$ cat src/rtl/pc_fetch_sequencer.sv
// Fetch-stage controller for the MIPS32 core: computes the next PC, drives the
// instruction-memory handshake and holds one fetched instruction for decode.
module pc_fetch_sequencer #(
    parameter logic [31:0] RESET_PC   = 32'h0000_0000,
    parameter logic [31:0] EXC_VECTOR = 32'h0000_0080
) (
    input  logic        clk,
    input  logic        rst,
    input  logic [31:0] pc_in,
    output logic [31:0] pc_next,
    output logic        imem_req,
    output logic [31:0] imem_addr,
    input  logic        imem_ready,
    input  logic [31:0] imem_rdata,
    input  logic        stall,
    input  logic        branch_taken,
    input  logic [31:0] branch_target,
    input  logic        jump,
    input  logic [31:0] jump_target,
    input  logic        exception,
    input  logic [31:0] exc_pc,
    input  logic        eret,
    output logic        instr_valid,
    output logic [31:0] instr,
    output logic [31:0] instr_pc,
    output logic [31:0] epc,
    output logic        exc_active
);

    typedef enum logic [1:0] {
        BOOT  = 2'd0,
        ISSUE = 2'd1,
        WAIT  = 2'd2,
        DRAIN = 2'd3
    } state_t;

    state_t      state;
    state_t      state_nxt;
    logic        eret_ok;
    logic        redirect;
    logic        slot_free;
    logic        capture;
    logic        squash;
    logic        active;
    logic [31:0] target_raw;
    logic [31:0] target;
    logic [31:0] seq_pc;
    logic [31:0] redir_pc;
    logic [31:0] redir_pc_nxt;

    assign imem_addr = pc_in;
    assign seq_pc    = pc_in + 32'd4;
    assign slot_free = ~instr_valid | ~stall;
    assign active    = (state != BOOT);

    // Redirect detection and priority selection of the redirect target.
    always_comb begin
        eret_ok  = eret & exc_active;
        redirect = exception | eret_ok | jump | branch_taken;
        if (exception) begin
            target_raw = EXC_VECTOR;
        end else if (eret_ok) begin
            target_raw = epc;
        end else if (jump) begin
            target_raw = jump_target;
        end else begin
            target_raw = branch_target;
        end
        target = {target_raw[31:2], 2'b00};
    end

    // Next-state, request and next-PC selection.
    always_comb begin
        state_nxt    = state;
        pc_next      = pc_in;
        imem_req     = 1'b0;
        capture      = 1'b0;
        squash       = 1'b0;
        redir_pc_nxt = redir_pc;
        case (state)
            BOOT: begin
                pc_next   = RESET_PC;
                state_nxt = ISSUE;
            end
            ISSUE: begin
                if (redirect) begin
                    pc_next = target;
                    squash  = 1'b1;
                end else begin
                    imem_req = slot_free;
                    if (slot_free & imem_ready) begin
                        capture = 1'b1;
                        pc_next = seq_pc;
                    end else if (slot_free) begin
                        state_nxt = WAIT;
                    end else begin
                        state_nxt = ISSUE;
                    end
                end
            end
            WAIT: begin
                imem_req = 1'b1;
                squash   = redirect;
                if (imem_ready) begin
                    state_nxt = ISSUE;
                    if (redirect) begin
                        pc_next = target;
                    end else begin
                        capture = 1'b1;
                        pc_next = seq_pc;
                    end
                end else if (redirect) begin
                    redir_pc_nxt = target;
                    state_nxt    = DRAIN;
                end else begin
                    state_nxt = WAIT;
                end
            end
            DRAIN: begin
                // The stale access must finish before the deferred target is fetched.
                imem_req = 1'b1;
                squash   = redirect;
                if (redirect) begin
                    redir_pc_nxt = target;
                end else begin
                    redir_pc_nxt = redir_pc;
                end
                if (imem_ready) begin
                    pc_next   = redirect ? target : redir_pc;
                    state_nxt = ISSUE;
                end else begin
                    state_nxt = DRAIN;
                end
            end
            default: begin
                state_nxt = BOOT;
            end
        endcase
    end

    // State, decode slot and exception bookkeeping registers.
    always_ff @(posedge clk or posedge rst) begin
        if (rst) begin
            state       <= BOOT;
            redir_pc    <= 32'h0000_0000;
            instr_valid <= 1'b0;
            instr       <= 32'h0000_0000;
            instr_pc    <= 32'h0000_0000;
            epc         <= 32'h0000_0000;
            exc_active  <= 1'b0;
        end else begin
            state    <= state_nxt;
            redir_pc <= redir_pc_nxt;
            if (capture) begin
                instr       <= imem_rdata;
                instr_pc    <= pc_in;
                instr_valid <= 1'b1;
            end else if (squash | (instr_valid & ~stall)) begin
                instr_valid <= 1'b0;
            end
            // A nested exception keeps the original return address.
            if (active & exception) begin
                if (!exc_active) begin
                    epc        <= exc_pc;
                    exc_active <= 1'b1;
                end
            end else if (active & eret_ok) begin
                exc_active <= 1'b0;
            end
        end
    end

endmodule
$ cat config.mk
export PLATFORM = sky130hd
export DESIGN_NAME = pc_fetch_sequencer
export DESIGN_NICKNAME = d
export VERILOG_FILES = /design/src/rtl/pc_fetch_sequencer.sv
export SDC_FILE = /design/constraint.sdc
export NUM_CORES = 1
export LEC_CHECK = 0
export BUFFER_PORTS_ARGS = -buffer_cell sky130_fd_sc_hd__buf_2
export CORE_AREA = 3 3 107 185
export CTS_BUF_LIST = sky130_fd_sc_hd__clkbuf_4
export DETAILED_ROUTE_END_ITERATION = 8
export DIE_AREA = 0 0 110 188
export GPL_ROUTABILITY_DRIVEN = 0
export PLACE_DENSITY = 0.78
export SYNTH_ARGS = -nofsm -noshare
export SYNTH_HDL_FRONTEND = slang
export SYNTH_SLANG_ARGS = --single-unit
$ cat constraint.sdc
create_clock -name clk -period 10 [get_ports clk]
set_input_delay 2 -clock clk [delete_from_list [all_inputs] [get_ports clk]]
set_output_delay 2 -clock clk [all_outputs]
set_load 0.05 [all_outputs]
# --- Word-level counts from Yosys, hierarchy flattened ---
# Cells that the tools add are included.
op_classes:
  n_shift: 0
  bitwise_logic: 13
  eq_ne: 6
  n_reduce_logical: 9
  addsub: 1
  n_mul: 0
  div_mod_pow: 0
  n_lt_le_gt_ge: 0
  mux: 32
ops:
  columns: ["operator", "n"]
  rows:
  - ["$mux 32", 10]
  - ["$pmux 32 s4", 1]
  - ["$pmux 32 s2", 1]
  - ["$add 32x3->32 const B", 1]
  - ["$mux 1", 11]
  - ["$mux 2", 5]
  - ["$pmux 2 s4", 1]
  - ["$reduce_bool 2->1", 4]
  - ["$ne 2x2->1 const B", 3]
  - ["$pmux 1 s2", 3]
  - ["$reduce_and 2->1", 3]
  - ["$and 1x1->1", 5]
  - ["$or 1x1->1", 5]
  - ["$eq 2x2->1 const B", 2]
  - ["$not 1->1", 3]
  - ["$eq 2x1->1 const B", 1]
  - ["$logic_not 2->1", 1]
  - ["$reduce_or 2->1", 1]
totals:
  wordCells: 68
  mem_count: 0
  latch_bits: 0
  ramBits: 0
  mem_bits_ro: 0
  out_inout_bits: 163
  ff_bits: 132

# --- Depth between registers and ports, before layout ---
# Gate-level depths: netlist of run 1.
logic_depth:
  word_depth: 9
  mapped_depth: 10
  ltp_nobuf: 8

# --- Least setup slack after synthesis of run 1 ---
# No wires, ideal clock.
synth_timing:
  path_type: "input to output"
  startpoint: "input eret"
  endpoint: "output pc_next[19]"
  required_ns: 8.000
  path_stages: 5
  n_path_buf: 2
  t_arrival_ns: 4.758
  slack_ns: 3.242
  cell_sequence: "buf_2 > a2111oi_4 > buf_2 > nand2_1 > o311ai_0"
synth_via:
  elab_chain_cells: 7
  word_cells_on_any_way: 12
synth_rtl:
  columns: ["item", "line_no", "rtl"]
  rows:
  - ["start: declaration", "22", "input logic eret,"]
  - ["$and 1x1->1 (*)", "58", "eret_ok = eret & exc_active;"]
  - ["$or 1x1->1 (3 in series)", "59", "redirect = exception | eret_ok | jump | branch_taken;"]
  - ["$mux 32, on equally long branches", null, null]
  - ["$mux 32, on equally long branches", "128, 104", null]
  - ["$pmux 32 s4 (*)", "80", "case (state)"]
  - ["end: declaration", "10", "output logic [31:0] pc_next,"]
# Every way passes the cells marked *; elsewhere a longest branch is shown, timed or not.

# --- Worst setup path in the final report of run 1 ---
layout_timing:
  startpoint: "input jump"
  endpoint: "output pc_next[25]"
layout_via:
  elab_chain_cells: 6
  word_cells_on_any_way: 11
layout_rtl:
  columns: ["item", "line_no", "rtl"]
  rows:
  - ["start: declaration", "18", "input logic jump,"]
  - ["$mux 32", "64", "end else if (jump) begin"]
  - ["$mux 32", "62", "end else if (eret_ok) begin"]
  - ["$mux 32", "60", "if (exception) begin"]
  - ["$mux 32, on equally long branches", null, null]
  - ["$mux 32, on equally long branches", "128, 104", null]
  - ["$pmux 32 s4 (*)", "80", null]
# Marks and branches as above.

==> results.md, run 1 <==
• completed — result of the run
• 1452 — fin cells
• sky130_fd_sc_hd__dfrtp_1 — prevailing post-synth register cell
• 326 — count of input and output buffers
• output port — Crit. End Element
• 0 — Maximum Capacitance Violations
• 2 — worst-case clock buffer depth
• 2 — worst hold path stage count
• 0.2294 mV — Peak supply drop
• 0 — endpoints failing hold
• 5930 ps — worst reg2reg setup slack
• 16.47% — Area Overhead vs Synth
• state[0] — worst flop-to-flop path startpoint
• 942 — drt first-iter violations
• 18580 sq um — Placeable Area
• 71.48% — period utilisation layout
• 6 — DR pass1 iterations
• sky130_fd_sc_hd__dfrtp_1 — library cell with the largest summed area after synthesis
• 120 ps — Clk pin slew, worst setup/hold paths
• 132 x sky130_fd_sc_hd__dfrtp_1, 101 x sky130_fd_sc_hd__mux2_2, 97 x sky130_fd_sc_hd__nand2_1, 75 x sky130_fd_sc_hd__o21ai_0, 73 x sky130_fd_sc_hd__nor2_1 — most used standard cells in the synthesized netlist
• 0 ps — post-route setup TNS
• 17 — number of buffers created by CTS
• 188 microns — Die Y-Extent
• 10200 sq um — placement-stage cell area
• 8000 ps — required time reported for the critical path endpoint
• 20.64 microns — average wire per standard cell
• 132 — CTS sink count
• 1064 ps — transition time of the tightest slew-check pin
• 960 — synthesized instance count
• 3.059 mW — total power
• no — unrepaired setup endpoints after global routing
• 8511 — number of global-route vias before repair
• 1373 — net count of the finished layout
• 3032 ps — worst slack, placed
• 56.13% — share of the core filled with cells
• 45630 microns — first-pass GRT wire length
• 71 — maximum number of pins on one net before global-route repair
• sky130_fd_sc_hd__dfrtp_1 — cell with the most instances after synthesis
• 28.45% — GRT Util Overall
• 4 — H-Tree Depth
• redir_pc[26] — end of the worst register-to-register path
• 6.047 — mean number of vias per cell
• 0 — # setup viols final
• 29980 microns — Post-Route WL
• 29.09% — slew margin rel.
• 50 — highest fanout seen on the critical path
• 0 — max-slew violation total from the final report
• 48.20% — initial cell density of the core
• 8955 sq um — post-synthesis cell area
• 0 — grt ovf
• 580 ps — clock network latency to the later pin of the worst-skew pair
• 20680 sq um — Total Die Area
• 22110 microns — total half-perimeter wirelength after legalization and detailed placement
• 1419 — number of cells after detailed placement
• 1 — number of antenna violations at the first check in global routing
• 0 — post-cts sizing count
• 5150 ps — data arrival at the endpoint of the critical path
• 0 — EDFF count, synth
• 8 — depth of the worst register-to-register path
• instr_pc[24] — endpoint with the worst hold slack
• reg2reg — Min-Delay Path Class
• 10430 sq um — Final Cell Area
• 0 — number of buffers added for setup after CTS
• 100.0% — proportion of register bits with asynchronous set or reset after synthesis
• 110 microns — Die W
• input pin — element type at the critical path start
• sky130_fd_sc_hd__clkbuf_4 — cell at the root of the clock tree
• done — TritonCTS clock tree
• 293.2 nW/um^2 — cell area power density
• 139.9 MHz — maximum clock frequency
• 36.89% — fraction of synthesized cell area taken by the top area cell type
• instr_pc[24] — launch point of the worst hold path
• 78 — number of unique standard cell types used by synthesis
• 1133 — net count after synthesis
• 40.23% — fraction of final layout cells with drive strength greater than 1
• 0 — DRC Markers
• 7148 ps — Period minus WS final
• 1736 — fill count
• 2852 ps — post-route setup slack
• 132 — number of register bits inferred by synthesis
• 4.930 nW — Leakage Power
• sky130_fd_sc_hd__dfrtp_1 37%, sky130_fd_sc_hd__mux2_2 13%, sky130_fd_sc_hd__o21ai_0 4.2% — leading cell types by total area after synthesis
• 0 — number of hold-repair buffers added at the cts stage
• in2out — kind of critical path
• 36.89% — register area share after synthesis
• 331 — ports placed on the boundary
• 0 — post-route ant nets
• 493.3 ps — Worst Hold Margin
• 66 — standard-cell row count
• 22.81 ps — worst clock skew
• 8780 — via count
• 9.328 sq um — Post-Syn Area per Cell
• 0 — Warnings, synthesis
-- worst max-delay path, cell delays in order --
cell                        delay [ps]
sky130_fd_sc_hd__buf_2             440
sky130_fd_sc_hd__a2111oi_4         340
sky130_fd_sc_hd__buf_4             530
sky130_fd_sc_hd__nand2_1           360
sky130_fd_sc_hd__a21oi_1           720
sky130_fd_sc_hd__o21ai_0           200
sky130_fd_sc_hd__nand3_1           140
sky130_fd_sc_hd__o221ai_1          130
sky130_fd_sc_hd__buf_2             260
-- registers in the layout, indices dropped and copies added (netlist names) --
signal	flops
epc	32
instr_pc	32
exc_active	1
state	2
redir_pc	32
instr_valid	1
instr	32
-- worst max path at each step --
stage                     startpoint           to  slack (ps)  cells past startpoint
after floorplan                 eret  pc_next[19]        3240                      5
after global placement          jump  pc_next[25]        3080                      9
after detailed placement        jump  pc_next[25]        3030                      9
after CTS                       jump  pc_next[25]        3010                      9
after global routing            jump  pc_next[25]        2700                      9
final                           jump  pc_next[25]        2850                      9
-- routing by layer --
layer / GRT usage, % / share of wire, %
met4: 15.84 / 5.7
met1: 33.21 / 36
met5: 0 / 0
met2: 47.94 / 51
met3: 5.236 / 7.3
-- area by class of cell --
cell class / instances / area [sq um] / share of cell area [%]
inverter: 16 / 65.06 / 0.6238
clock buffer: 19 / 142.6 / 1.368
tap: 238 / 297.8 / 2.855
clock inverter: 13 / 87.58 / 0.8397
multi-input combinational: 699 / 4840 / 46.40
sequential: 132 / 3303 / 31.67
timing repair buffer: 334 / 1692 / 16.22
antenna: 1 / 2.502 / 0.02399
-- kinds of logic (layout without fill, tap and decap cells) --
| family | after synthesis | count (layout) | synth area share (%) |
|---|---|---|---|
| multiplexers | 132 | 132 | 16.17 |
| adder cells (fa/ha/maj) | 5 | 5 | 0.6986 |
| flip-flops | 132 | 132 | 36.89 |
| other | 0 | 1 | 0 |
| buffers and inverters | 129 | 382 | 9.320 |
| AND/OR/NAND/NOR | 278 | 278 | 15.15 |
| XOR/XNOR | 26 | 26 | 2.543 |
| AO/OA/AOI/OAI | 258 | 258 | 19.24 |
-- power breakdown --
part | total, mW | leakage (nW) | internal, mW | switching (mW)
Sequential | 0.898 | 1.67 | 0.759 | 0.139
Combinational | 1.84 | 3.14 | 0.485 | 1.36
Clock | 0.316 | 0.120 | 0.102 | 0.215
-- cells in the final DEF, fill, tap and decap left out, drive strengths merged, types with 4 or more instances in the layout --
cell type and n:
o22ai 9, nor2b 4, nand4 14, xor2 13
and4 4, a21oi 45, o21a 4, mux2 101
nand2 97, xnor2 13, a31oi 13, dfrtp 132
and2 4, clkbuf 19, a311oi 9, mux2i 31
a22oi 6, a21boi 5, o211ai 26, clkinvlp 4
nand3 31, a211oi 11, clkinv 10, o31ai 9
or3 5, a2111oi 7, buf 334, nor2 74
and3 6, o221ai 7, nor4 6, ha 5
o21ai 75, nor3 21, inv 15
Power figures use the tool's default switching activity.
==> inputs of run 2 (changes only) <==
==> constraint.sdc (replaced) <==
create_clock -name clk -period 7.03 [get_ports clk]
set_input_delay 1.406 -clock clk [delete_from_list [all_inputs] [get_ports clk]]
set_output_delay 1.406 -clock clk [all_outputs]
set_load 0.05 [all_outputs]
==> run 2 against run 1 <==
Cell count up 0.21%; combinational power grew 43%; critical path type unchanged; design area is 0.89% higher; largest power group unchanged; wire length grew 0.62%; highest routed layer unchanged; first-iteration DRC count fell by 6.7%; setup slack worse by 1300 ps; die area stayed put; core utilization is 0.50 points higher; via count up 1.1%; count of clock-buffer cells in the layout rose by 1.
==> results.md, run 2 (same netlist as run 1, synthesis figures left out) <==
• sky130_fd_sc_hd__buf_2 — most common library cell in the layout ignoring fill and taps
• 0 — DRC Markers
• 78.18% — period utilisation layout
• 71 — maximum number of pins on one net before global-route repair
• 0 — post-route ant nets
• instr_pc[24] — launch point of the worst hold path
• completed — result of the run
• 66 — standard-cell row count
• 0 — number of hold-repair buffers added at the cts stage
• no — unrepaired setup endpoints after global routing
• 5496 ps — Period minus WS final
• 0 — number of buffers added for setup after CTS
• 6.099 — mean number of vias per cell
• redir_pc[26] — end of the worst register-to-register path
• 4090 ps — data arrival at the endpoint of the critical path
• 48.20% — initial cell density of the core
• 879 — drt first-iter violations
• buf_2 > a2111oi_4 > buf_4 > nand2_1 > a21oi_1 > o21ai_0 > nand3_1 > o221ai_1 > buf_2 — sequence of cells on the critical path
• done — TritonCTS clock tree
• 0.2932 mV — Peak supply drop
• 1742 — fill count
• 0 ps — post-route setup TNS
• 182.0 MHz — maximum clock frequency
• 29.31% — GRT Util Overall
• compound AO/OA/AOI/OAI gates — crit-path leading delay family
• 110 ps — Clk pin slew, worst setup/hold paths
• state[0] — worst flop-to-flop path startpoint
• 8 — depth of the worst register-to-register path
• sky130_fd_sc_hd__clkbuf_4 — cell at the root of the clock tree
• 0 — post-cts sizing count
• 8 — DR pass1 iterations
• 132 — CTS sink count
• 326 — count of input and output buffers
• 188 microns — Die Y-Extent
• 423.7 nW/um^2 — cell area power density
• in2out — kind of critical path
• 0 — max-slew violation total from the final report
• 4.458 mW — total power
• 1376 — net count of the finished layout
• 20.73 microns — average wire per standard cell
• 331 — ports placed on the boundary
• 2 — worst-case clock buffer depth
• output port — Crit. End Element
• 3 — number of buffer and inverter stages on the critical path
• 17.51% — Area Overhead vs Synth
• 8874 — via count
• 2 — worst hold path stage count
• 993.0 ps — transition time of the tightest slew-check pin
• 46780 microns — first-pass GRT wire length
• 17 — number of buffers created by CTS
• 0 — endpoints failing hold
• 3630 ps — worst reg2reg setup slack
• 22410 microns — total half-perimeter wirelength after legalization and detailed placement
• input pin — element type at the critical path start
• 20680 sq um — Total Die Area
• sky130_fd_sc_hd__a21oi_1 — CP max stage cell
• 590 ps — clock network latency to the later pin of the worst-skew pair
• 8756 — number of global-route vias before repair
• instr_pc[24] — endpoint with the worst hold slack
• 110 microns — Die W
• 23 — highest fanout seen on the critical path
• 0 — Maximum Capacitance Violations
• 0 — # setup viols final
• 40.30% — fraction of final layout cells with drive strength greater than 1
• 5620 ps — required time reported for the critical path endpoint
• reg2reg — Min-Delay Path Class
• 4 — H-Tree Depth
• 1 — number of antenna violations at the first check in global routing
• 30160 microns — Post-Route WL
• sky130_fd_sc_hd__buf_2 — most numerous cell on the critical path
• 18580 sq um — Placeable Area
• 33.80% — slew margin rel.
• 4.990 nW — Leakage Power
• 0 — grt ovf
• 720 ps — biggest cell delay along the critical path
• 326 x sky130_fd_sc_hd__buf_2, 132 x sky130_fd_sc_hd__dfrtp_1, 101 x sky130_fd_sc_hd__mux2_2 — leading cell types in the layout, fill and taps excluded
• 20.14 ps — worst clock skew
[run 2: cell count changes in the layout (fill, tap and decap cells not counted), sizes merged]
cell | before | now
clkinvlp | 4 | 1
clkbuf | 19 | 20
inv | 15 | 14
bufinv | 0 | 3
buf | 334 | 337
[run 2: layout make-up]
| type | instances | area [sq um] | share of cell area [%] |
|---|---|---|---|
| inverters | 16 | 65.06 | 0.6183 |
| flip-flops and latches | 132 | 3303 | 31.39 |
| diodes | 1 | 2.502 | 0.02378 |
| repair buffers | 337 | 1727 | 16.41 |
| clock inverters | 12 | 137.6 | 1.308 |
| clock buffers | 20 | 150.1 | 1.427 |
| well taps | 238 | 297.8 | 2.830 |
| multi-input cells | 699 | 4840 | 45.99 |
[run 2: worst register-to-register path: stages, from the launching register on]
cell	delay (ps)
sky130_fd_sc_hd__dfrtp_1	440
sky130_fd_sc_hd__inv_1	100
sky130_fd_sc_hd__ha_1	700
sky130_fd_sc_hd__clkinv_1	630
sky130_fd_sc_hd__mux2i_1	500
sky130_fd_sc_hd__nand2_1	100
sky130_fd_sc_hd__buf_4	320
sky130_fd_sc_hd__a2111oi_0	440
sky130_fd_sc_hd__a21o_1	120
[run 2: worst max path at each step]
stage / slack, ps / cells after the start / startpoint / end
after floorplan: 1460 / 5 / eret / pc_next[19]
after global placement: 1680 / 8 / exception / pc_next[30]
after detailed placement: 1670 / 9 / exception / pc_next[25]
after CTS: 1660 / 9 / exception / pc_next[25]
after global routing: 1330 / 9 / exception / pc_next[25]
final: 1530 / 9 / exception / pc_next[25]
[run 2: per-stage QoR]
step	setup slack (ps)	std cells	area [sq um]	hold slack [ps]	utilization, %
after CTS	1663	1454	10520	492.6	56.62
after global placement	1684	1422	10230	455.8	55.07
after detailed placement	1665	1422	10230	465.7	55.07
after floorplan	1460	960	8955	443.6	-
after global routing	1329	1455	10520	515.6	56.63
final	1534	1455	10520	489.6	56.63
[run 2: layer usage]
layer | vias up | track usage (%) | routed length [microns]
li1 | 3991 | - | -
met1 | 4183 | 33.91 | 10540
met2 | 561 | 47.83 | 15380
met3 | 139 | 6.511 | 2542
met4 | 0 | 18.58 | 1705
met5 | - | 0 | 0
[run 2: power breakdown]
group / total, mW / internal (mW) / switching, mW / leakage [nW]
logic: 2.63 / 0.694 / 1.94 / 3.16
registers: 1.28 / 1.08 / 0.199 / 1.67
clock network: 0.547 / 0.252 / 0.294 / 0.159
